[src/rtl/hba_quad_pkg.sv]
// Shared register map, control bit positions and quadrature step decoding.
// Combinational helpers only; no latency or flow control.
package hba_quad_pkg;

    localparam int REG_CTRL      = 0;
    localparam int REG_CH_EN     = 1;
    localparam int REG_INVERT    = 2;
    localparam int REG_ERR       = 3;
    localparam int REG_SNAP_BASE = 4;

    localparam int CTRL_INTR_EN = 0;
    localparam int CTRL_SNAP    = 1;
    localparam int CTRL_CLR     = 2;

    typedef enum logic [1:0] {
        STEP_NONE    = 2'd0,
        STEP_INC     = 2'd1,
        STEP_DEC     = 2'd2,
        STEP_ILLEGAL = 2'd3
    } step_t;

    // ab = {A,B}. The forward sequence 00,10,11,01 maps to phase 0,1,2,3,
    // so a phase difference of 1 is +1, 3 is -1 and 2 means both pins moved.
    function automatic step_t decode_step(input logic [1:0] prev_ab, input logic [1:0] cur_ab);
        logic [1:0] p_phase;
        logic [1:0] c_phase;
        logic [1:0] diff;
        p_phase = {prev_ab[0], ^prev_ab};
        c_phase = {cur_ab[0], ^cur_ab};
        diff    = c_phase - p_phase;
        case (diff)
            2'd1:    decode_step = STEP_INC;
            2'd3:    decode_step = STEP_DEC;
            2'd2:    decode_step = STEP_ILLEGAL;
            default: decode_step = STEP_NONE;
        endcase
    endfunction

endpackage

[src/rtl/quad_chan.sv]
// One encoder channel: 2-flop sync, glitch filter, x4 decoder, up/down counter.
// Pin edge to count update is 3+FILTER_LEN cycles; no backpressure.
module quad_chan
    import hba_quad_pkg::*;
#(
    parameter int COUNT_WIDTH = 16,
    parameter int FILTER_LEN  = 2
) (
    input  logic                   clk,
    input  logic                   rst,
    input  logic                   enc_a,
    input  logic                   enc_b,
    input  logic                   en,
    input  logic                   invert,
    input  logic                   clr,
    output logic [COUNT_WIDTH-1:0] count,
    output step_t                  step,
    output logic                   err_pulse
);

    logic [1:0]       sync1_q, sync1_d;
    logic [1:0]       sync2_q, sync2_d;
    logic [1:0]       filt_q, filt_d;
    logic [1:0][3:0]  flt_cnt_q, flt_cnt_d;
    logic [1:0]       prev_q, prev_d;
    logic [COUNT_WIDTH-1:0] count_q, count_d;
    step_t            raw_step;

    always_comb begin
        sync1_d   = {enc_a, enc_b};
        sync2_d   = sync1_q;
        filt_d    = filt_q;
        flt_cnt_d = flt_cnt_q;
        // A pin is accepted only once it has disagreed for FILTER_LEN cycles in a row.
        for (int i = 0; i < 2; i++) begin
            if (sync2_q[i] != filt_q[i]) begin
                if (flt_cnt_q[i] == 4'(FILTER_LEN - 1)) begin
                    filt_d[i]    = sync2_q[i];
                    flt_cnt_d[i] = 4'd0;
                end else begin
                    flt_cnt_d[i] = flt_cnt_q[i] + 4'd1;
                end
            end else begin
                flt_cnt_d[i] = 4'd0;
            end
        end

        prev_d    = filt_q;
        raw_step  = decode_step(prev_q, filt_q);
        step      = STEP_NONE;
        err_pulse = 1'b0;
        if (en) begin
            case (raw_step)
                STEP_INC:     step = invert ? STEP_DEC : STEP_INC;
                STEP_DEC:     step = invert ? STEP_INC : STEP_DEC;
                STEP_ILLEGAL: err_pulse = 1'b1;
                default:      step = STEP_NONE;
            endcase
        end

        count_d = count_q;
        if (clr) begin
            count_d = '0;
        end else if (step == STEP_INC) begin
            count_d = count_q + 1'b1;
        end else if (step == STEP_DEC) begin
            count_d = count_q - 1'b1;
        end
    end

    always_ff @(posedge clk or posedge rst) begin
        if (rst) begin
            sync1_q   <= '0;
            sync2_q   <= '0;
            filt_q    <= '0;
            flt_cnt_q <= '0;
            prev_q    <= '0;
            count_q   <= '0;
        end else begin
            sync1_q   <= sync1_d;
            sync2_q   <= sync2_d;
            filt_q    <= filt_d;
            flt_cnt_q <= flt_cnt_d;
            prev_q    <= prev_d;
            count_q   <= count_d;
        end
    end

    assign count = count_q;

endmodule

[src/rtl/hba_quad_multi.sv]
// HBA slave for NUM_CH quadrature counters with atomic snapshot and level interrupt.
// One-cycle registered ack after address match; never stalls the bus.
module hba_quad_multi
    import hba_quad_pkg::*;
#(
    parameter int DBUS_WIDTH        = 8,
    parameter int PERIPH_ADDR_WIDTH = 4,
    parameter int REG_ADDR_WIDTH    = 8,
    parameter int ADDR_WIDTH        = PERIPH_ADDR_WIDTH + REG_ADDR_WIDTH,
    parameter int PERIPH_ADDR       = 0,
    parameter int NUM_CH            = 2,
    parameter int COUNT_WIDTH       = 16,
    parameter int FILTER_LEN        = 2
) (
    input  logic                  hba_clk,
    input  logic                  hba_reset,
    input  logic                  hba_rnw,
    input  logic                  hba_select,
    input  logic [ADDR_WIDTH-1:0] hba_abus,
    input  logic [DBUS_WIDTH-1:0] hba_dbus,
    output logic [DBUS_WIDTH-1:0] hba_dbus_slave,
    output logic                  hba_xferack_slave,
    output logic                  slave_interrupt,
    input  logic [NUM_CH-1:0]     quad_enc_a,
    input  logic [NUM_CH-1:0]     quad_enc_b
);

    localparam int CB = COUNT_WIDTH / 8;

    logic                  ack_q, ack_d;
    logic [DBUS_WIDTH-1:0] rdata_q, rdata_d;
    logic                  intr_en_q, intr_en_d;
    logic                  changed_q, changed_d;
    logic [NUM_CH-1:0]     ch_en_q, ch_en_d;
    logic [NUM_CH-1:0]     invert_q, invert_d;
    logic [NUM_CH-1:0]     err_q, err_d;
    logic [NUM_CH-1:0][COUNT_WIDTH-1:0] snap_q, snap_d;

    logic [NUM_CH-1:0][COUNT_WIDTH-1:0] count;
    step_t                 step [NUM_CH];
    logic [NUM_CH-1:0]     err_pulse;

    logic [REG_ADDR_WIDTH-1:0] reg_addr;
    logic                  match, wr;
    logic                  wr_ctrl, snap_req, clr_req;
    logic                  any_step;
    logic [DBUS_WIDTH-1:0] rd_val;

    assign reg_addr = hba_abus[REG_ADDR_WIDTH-1:0];
    // Gating on ack_q keeps a held select from producing back-to-back acks.
    assign match    = hba_select && !ack_q &&
                      (hba_abus[ADDR_WIDTH-1:REG_ADDR_WIDTH] == PERIPH_ADDR_WIDTH'(PERIPH_ADDR));
    assign wr       = match && !hba_rnw;
    assign wr_ctrl  = wr && (reg_addr == REG_ADDR_WIDTH'(REG_CTRL));
    assign snap_req = wr_ctrl && hba_dbus[CTRL_SNAP];
    assign clr_req  = wr_ctrl && hba_dbus[CTRL_CLR];

    for (genvar ch = 0; ch < NUM_CH; ch++) begin : g_chan
        quad_chan #(
            .COUNT_WIDTH (COUNT_WIDTH),
            .FILTER_LEN  (FILTER_LEN)
        ) u_chan (
            .clk       (hba_clk),
            .rst       (hba_reset),
            .enc_a     (quad_enc_a[ch]),
            .enc_b     (quad_enc_b[ch]),
            .en        (ch_en_q[ch]),
            .invert    (invert_q[ch]),
            .clr       (clr_req),
            .count     (count[ch]),
            .step      (step[ch]),
            .err_pulse (err_pulse[ch])
        );
    end

    always_comb begin
        rd_val = '0;
        if (reg_addr == REG_ADDR_WIDTH'(REG_CTRL)) begin
            rd_val[CTRL_INTR_EN] = intr_en_q;
        end else if (reg_addr == REG_ADDR_WIDTH'(REG_CH_EN)) begin
            rd_val = DBUS_WIDTH'(ch_en_q);
        end else if (reg_addr == REG_ADDR_WIDTH'(REG_INVERT)) begin
            rd_val = DBUS_WIDTH'(invert_q);
        end else if (reg_addr == REG_ADDR_WIDTH'(REG_ERR)) begin
            rd_val = DBUS_WIDTH'(err_q);
        end
        for (int ch = 0; ch < NUM_CH; ch++) begin
            for (int b = 0; b < CB; b++) begin
                if (reg_addr == REG_ADDR_WIDTH'(REG_SNAP_BASE + ch * CB + b)) begin
                    rd_val = snap_q[ch][b*8 +: 8];
                end
            end
        end
    end

    always_comb begin
        ack_d     = match;
        rdata_d   = (match && hba_rnw) ? rd_val : '0;
        intr_en_d = wr_ctrl ? hba_dbus[CTRL_INTR_EN] : intr_en_q;
        ch_en_d   = (wr && reg_addr == REG_ADDR_WIDTH'(REG_CH_EN))  ? hba_dbus[NUM_CH-1:0] : ch_en_q;
        invert_d  = (wr && reg_addr == REG_ADDR_WIDTH'(REG_INVERT)) ? hba_dbus[NUM_CH-1:0] : invert_q;

        err_d = err_q;
        if (wr && reg_addr == REG_ADDR_WIDTH'(REG_ERR)) begin
            err_d = err_d & ~hba_dbus[NUM_CH-1:0];
        end
        if (clr_req) begin
            err_d = '0;
        end
        err_d = err_d | err_pulse;

        // Snapshot reads the registered counts, so a coincident step lands after it.
        snap_d   = snap_q;
        any_step = 1'b0;
        for (int ch = 0; ch < NUM_CH; ch++) begin
            if (snap_req) begin
                snap_d[ch] = count[ch];
            end
            if (step[ch] != STEP_NONE) begin
                any_step = 1'b1;
            end
        end
        changed_d = (changed_q && !snap_req) || any_step;
    end

    always_ff @(posedge hba_clk or posedge hba_reset) begin
        if (hba_reset) begin
            ack_q     <= 1'b0;
            rdata_q   <= '0;
            intr_en_q <= 1'b0;
            changed_q <= 1'b0;
            ch_en_q   <= '0;
            invert_q  <= '0;
            err_q     <= '0;
            snap_q    <= '0;
        end else begin
            ack_q     <= ack_d;
            rdata_q   <= rdata_d;
            intr_en_q <= intr_en_d;
            changed_q <= changed_d;
            ch_en_q   <= ch_en_d;
            invert_q  <= invert_d;
            err_q     <= err_d;
            snap_q    <= snap_d;
        end
    end

    assign hba_xferack_slave = ack_q;
    assign hba_dbus_slave    = rdata_q;
    assign slave_interrupt   = intr_en_q & changed_q;

    // Upper data bits are only meaningful for some registers.
    logic unused_dbus;
    assign unused_dbus = ^hba_dbus;

endmodule

[config.mk]
export PLATFORM = sky130hd
export DESIGN_NAME = hba_quad_multi
export DESIGN_NICKNAME = d
export VERILOG_FILES = /design/src/rtl/hba_quad_pkg.sv /design/src/rtl/quad_chan.sv /design/src/rtl/hba_quad_multi.sv
export SDC_FILE = /design/constraint.sdc
export NUM_CORES = 1
export LEC_CHECK = 0
export CORE_MARGIN = 3
export CORE_UTILIZATION = 45
export CTS_CLUSTER_DIAMETER = 50
export CTS_CLUSTER_SIZE = 25
export DETAILED_ROUTE_END_ITERATION = 10
export PLACE_DENSITY = 0.66
export SLEW_MARGIN = 25
export SYNTH_ARGS = -nofsm -noshare
export SYNTH_HDL_FRONTEND = slang
export SYNTH_SLANG_ARGS = --single-unit
[constraint.sdc]
create_clock -name hba_clk -period 4.22 [get_ports hba_clk]
set_input_delay 1.055 -clock hba_clk [delete_from_list [all_inputs] [get_ports hba_clk]]
set_output_delay 1.055 -clock hba_clk [all_outputs]
set_load 0.01 [all_outputs]
==> summary.txt, run 1 <==
Power
  • Pwr Total: 6.85 mW
  • Static Leak: 3.21 nW
  • Pwr per Cell Area: between 900 and 1000 nW/um^2
  • Max VDD drop: 0.000620 V

STA
  • Fin crit share: 0.917
  • Hold Violations, Final: 0
  • Worst-Margin Slew: 0.937 ns
  • Final setup margin: 0.350 ns
  • RSZ-0062 raised after global routing: no
  • Count of final setup violators: 0
  • Rel. slew slack: 0.373
  • Crit path time final: around 3.9 ns
  • Final Max Slew Viols: 0
  • Clk_skew: 0.0112 ns
  • Setup TNS: 0 ns
  • Max Fclk: 0.258 GHz

Setup path
  • Crit Path Max Fanout: 18
  • Worst reg2reg path endpoint: g_chan[0].u_chan.count[11]
  • RR Startpoint: g_chan[0].u_chan.filt_q[0]
  • CP Data Required Time: around 4.5 ns
  • Cell mode on critical path: xnor2_1
  • Reg2reg setup slack: around 0.35 ns
  • CP arrival: 4.18 ns
  • Startpoint types: flip-flop
  • CP Cell Sequence: xnor2_1 -> ha_1 -> xor2_1 -> xnor2_1 -> xor2_1 -> nand2_1 -> buf_4 -> ha_1 -> a21oi_1 -> o21ai_0 -> and4_1 -> o21ai_0 -> a21boi_0 -> xnor2_1 -> a211oi_1
  • Reg2reg path depth: 15
  • Path type of the worst setup path: flip-flop to flip-flop
  • Buf+Inv Stages, Crit Path: 1
  • Crit. End Element: flip-flop
  • CP peak stage delay: roughly 0.44 ns
  • CP top delay family: XOR/XNOR gates
  • Slowest CP cell: dfrtp_1

Layout
  • Final Instance Count excl. Fillers: slightly above 800
  • Area of the multi-input gates: just over 3000 um^2
  • Layout area overhead: 19.1%
  • NumNets Final: 707
  • Final Util: 0.558
  • Sequential cell area: 2830 um^2
  • Filler Cell Count: 1098
  • Layout cell share with drive strength beyond 1: 0.147
  • ANT cells: 0

Yosys
  • Cell variety after synth: 50
  • Synthesized cell area: 6010 um^2
  • Synthesized Nets: approximately 660
  • Post-synth EDFFs: 0
  • Mapped Cells: about 590
  • Ys async rst share: 1.00
  • #FFs+latches synth: 113
  • Avg Inst Size Synth: 10.3 um^2
  • Ys Warns: 0
  • Sequential fraction of the synthesis area: 0.471
  • Synth Flop Type: dfrtp_1

Worst hold path
  • Hold EP: g_chan[1].u_chan.sync2_q[0]
  • Worst Hold Class: flip-flop to flip-flop
  • Worst Min Path Start: g_chan[1].u_chan.sync1_q[0]
  • Hold Crit Depth: 0

Floorplan
  • Io pins: 38
  • Die width: 122 um
  • Starting density of the core: 0.469
  • Core Box Area: roughly 13000 um^2
  • Number of core rows: 41
  • Chip Height: 122 um
  • Full die area: 14800 um^2

Clock tree
  • Worst-path clk slew: 0.05 ns
  • Clk sink count: 113
  • CTS tree: built
  • Root buffer cell: clkbuf_16
  • H-tree Lvls: 4
  • Clk Latency, worst-skew pair: 0.41 ns
  • Total CTS buffers: 17
  • # hold bufs at CTS: 0
  • CTS Buffer Depth: 2

Global routing
  • First-pass GRT wire length: between 20 and 25 mm
  • All-layer global routing usage: 0.190
  • Grt total ovfl: 0
  • Initial antenna violation count: 0
  • Vias in the first global route: about 4500
  • Largest net degree at the start of global routing: 73

Drt
  • DR iter-0 viols: 320
  • First drt pass iteration count: 5
  • Final ANT Viol Nets: 0
  • Remaining DRCs: 0
  • Via count: 4449
  • Vias per Instance: 5.43
  • Wirelength per Cell: 16.0 um
  • Final wirelength: 13.1 mm

Run
  • Max cap viols: 0

Placed design
  • Setup WS pre-CTS: 0.319 ns
  • Dpl hpwl: 9.31 mm
  • Gp weighted congestion: 0.840
  • DP Cell Count: 785
  • Number of port buffers: 32

Run status
  • Status: finished clean
cell type report:
class / instances / area share
flip-flops and latches: 113 / 0.395
inverters: 11 / 0.00664
clock buffers: 23 / 0.0696
repair buffers: 45 / 0.0601
multi-input cells: 447 / 0.431
clock inverters: 9 / 0.00787
well taps: 172 / 0.0301
sequential cells by signal, summed over array words and instances (netlist names):
signal                   cells
g_chan.u_chan.count         32
g_chan.u_chan.sync2_q        4
invert_q                     2
g_chan.u_chan.flt_cnt_q     16
err_q                        2
snap_q                      32
hba_dbus_slave               8
g_chan.u_chan.filt_q         4
hba_xferack_slave            1
ch_en_q                      2
changed_q                    1
intr_en_q                    1
g_chan.u_chan.prev_q         4
g_chan.u_chan.sync1_q        4
metal layers:
metal,global-route usage,part of all wire,vias up
met3,0.0432,0.052,18
met2,0.320,0.49,94
met1,0.241,0.45,2152
li1,-,-,2185
met4,0.0665,0.013,0
met5,0,0,-
logic make-up after synthesis:
| kind of cell | count (synthesis) | share of synthesized area |
|---|---|---|
| adder cells (fa/ha/maj) | 44 | 0.0941 |
| multiplexers | 46 | 0.0854 |
| flip-flops | 113 | 0.471 |
| buffers and inverters | 26 | 0.0169 |
| AND/OR/NAND/NOR | 186 | 0.142 |
| XOR/XNOR | 40 | 0.0606 |
| AO/OA/AOI/OAI | 131 | 0.131 |
synthesized netlist by cell type (2+ instances only):
cell type / count / area [um^2]
a211oi_1: 5 / 37.5
a21o_1: 9 / 67.6
a21oi_1: 56 / 280
a22oi_1: 14 / 105
a31oi_1: 3 / 18.8
and2_1: 4 / 25.0
and3_1: 6 / 37.5
and4_1: 3 / 26.3
buf_1: 3 / 11.3
buf_2: 3 / 15.0
clkbuf_1: 9 / 33.8
dfrtp_1: 113 / 2830
fa_1: 2 / 40.0
ha_1: 42 / 526
inv_1: 11 / 41.3
mux2_2: 42 / 473
mux2i_1: 4 / 40.0
nand2_1: 76 / 285
nand2b_1: 5 / 31.3
nand3_1: 16 / 80.1
nand3b_1: 2 / 15.0
nor2_1: 51 / 191
nor2b_1: 3 / 18.8
nor3_1: 6 / 30.0
nor4_1: 2 / 12.5
o211ai_1: 3 / 22.5
o21a_1: 4 / 30.0
o21ai_0: 22 / 110
o21bai_1: 2 / 15.0
o22ai_1: 6 / 37.5
o41ai_1: 2 / 17.5
or4_1: 2 / 15.0
xnor2_1: 23 / 201
xor2_1: 16 / 140
stage by stage:
stage / instance area, um^2 / hold slack, ns
global route: 7160 / 0.361
global placement: 6580 / 0.333
finish: 7160 / 0.348
detailed placement: 6580 / 0.340
floorplan: 6010 / 0.331
CTS: 7130 / 0.353
cell usage in the layout (no fill, tap or decap), drive strengths merged, types with 10 or more instances in the layout:
cell           count
a21oi             56
a22oi             14
buf               13
clkbuf            23
clkdlybuf4s50     32
dfrtp            113
ha                42
inv               10
mux2              42
nand2             76
nand3             16
nor2              52
o21ai             22
xnor2             23
xor2              16
power breakdown:
part           internal (mW)  total (mW)  switching, mW  leakage (nW)
clock network          0.822        1.30          0.480         0.271
logic                   1.78        4.07           2.29          1.53
registers               1.31        1.48          0.168          1.41
how the worst max path moves through the flow:
stage                     cells after the start  slack [ns]                  startpoint                    endpoint
after detailed placement                     14        0.32  g_chan[1].u_chan.filt_q[1]  g_chan[1].u_chan.count[10]
after floorplan                               1        0.18                   hba_reset                  ch_en_q[0]
after CTS                                    14        0.31  g_chan[1].u_chan.filt_q[1]  g_chan[1].u_chan.count[15]
after global routing                         15        0.06  g_chan[0].u_chan.filt_q[0]  g_chan[0].u_chan.count[11]
after global placement                       14        0.48  g_chan[1].u_chan.filt_q[1]  g_chan[1].u_chan.count[12]
final                                        15        0.35  g_chan[0].u_chan.filt_q[0]  g_chan[0].u_chan.count[11]
what timing repair did:
item | 4_1_cts | 5_1_grt
gates resized for setup | 0 | 2
buffers inserted | 0 | 3
setup endpoints to repair | 0 | 3
endpoints found under the hold margin | 0 | 0
Note: power is estimated with default switching activity, not from simulation.
==> inputs of run 2 (changes only) <==
--- a/config.mk
+++ b/config.mk
@@ -7,7 +7,7 @@
 export LEC_CHECK = 0
 export CORE_MARGIN = 3
 export CORE_UTILIZATION = 45
-export CTS_CLUSTER_DIAMETER = 50
+export CTS_CLUSTER_DIAMETER = 30
 export CTS_CLUSTER_SIZE = 25
 export DETAILED_ROUTE_END_ITERATION = 10
 export PLACE_DENSITY = 0.66
==> results of run 2 <==
No change in the layout: final DEF, timing and power equal those of run 1.
==> inputs of run 3 (changes only) <==
--- a/config.mk
+++ b/config.mk
@@ -10,6 +10,7 @@
 export CTS_CLUSTER_DIAMETER = 30
 export CTS_CLUSTER_SIZE = 25
 export DETAILED_ROUTE_END_ITERATION = 10
+export GPL_ROUTABILITY_DRIVEN = 0
 export PLACE_DENSITY = 0.66
 export SLEW_MARGIN = 25
 export SYNTH_ARGS = -nofsm -noshare
==> results of run 3 <==
No change in the layout: final DEF, timing and power equal those of run 1.
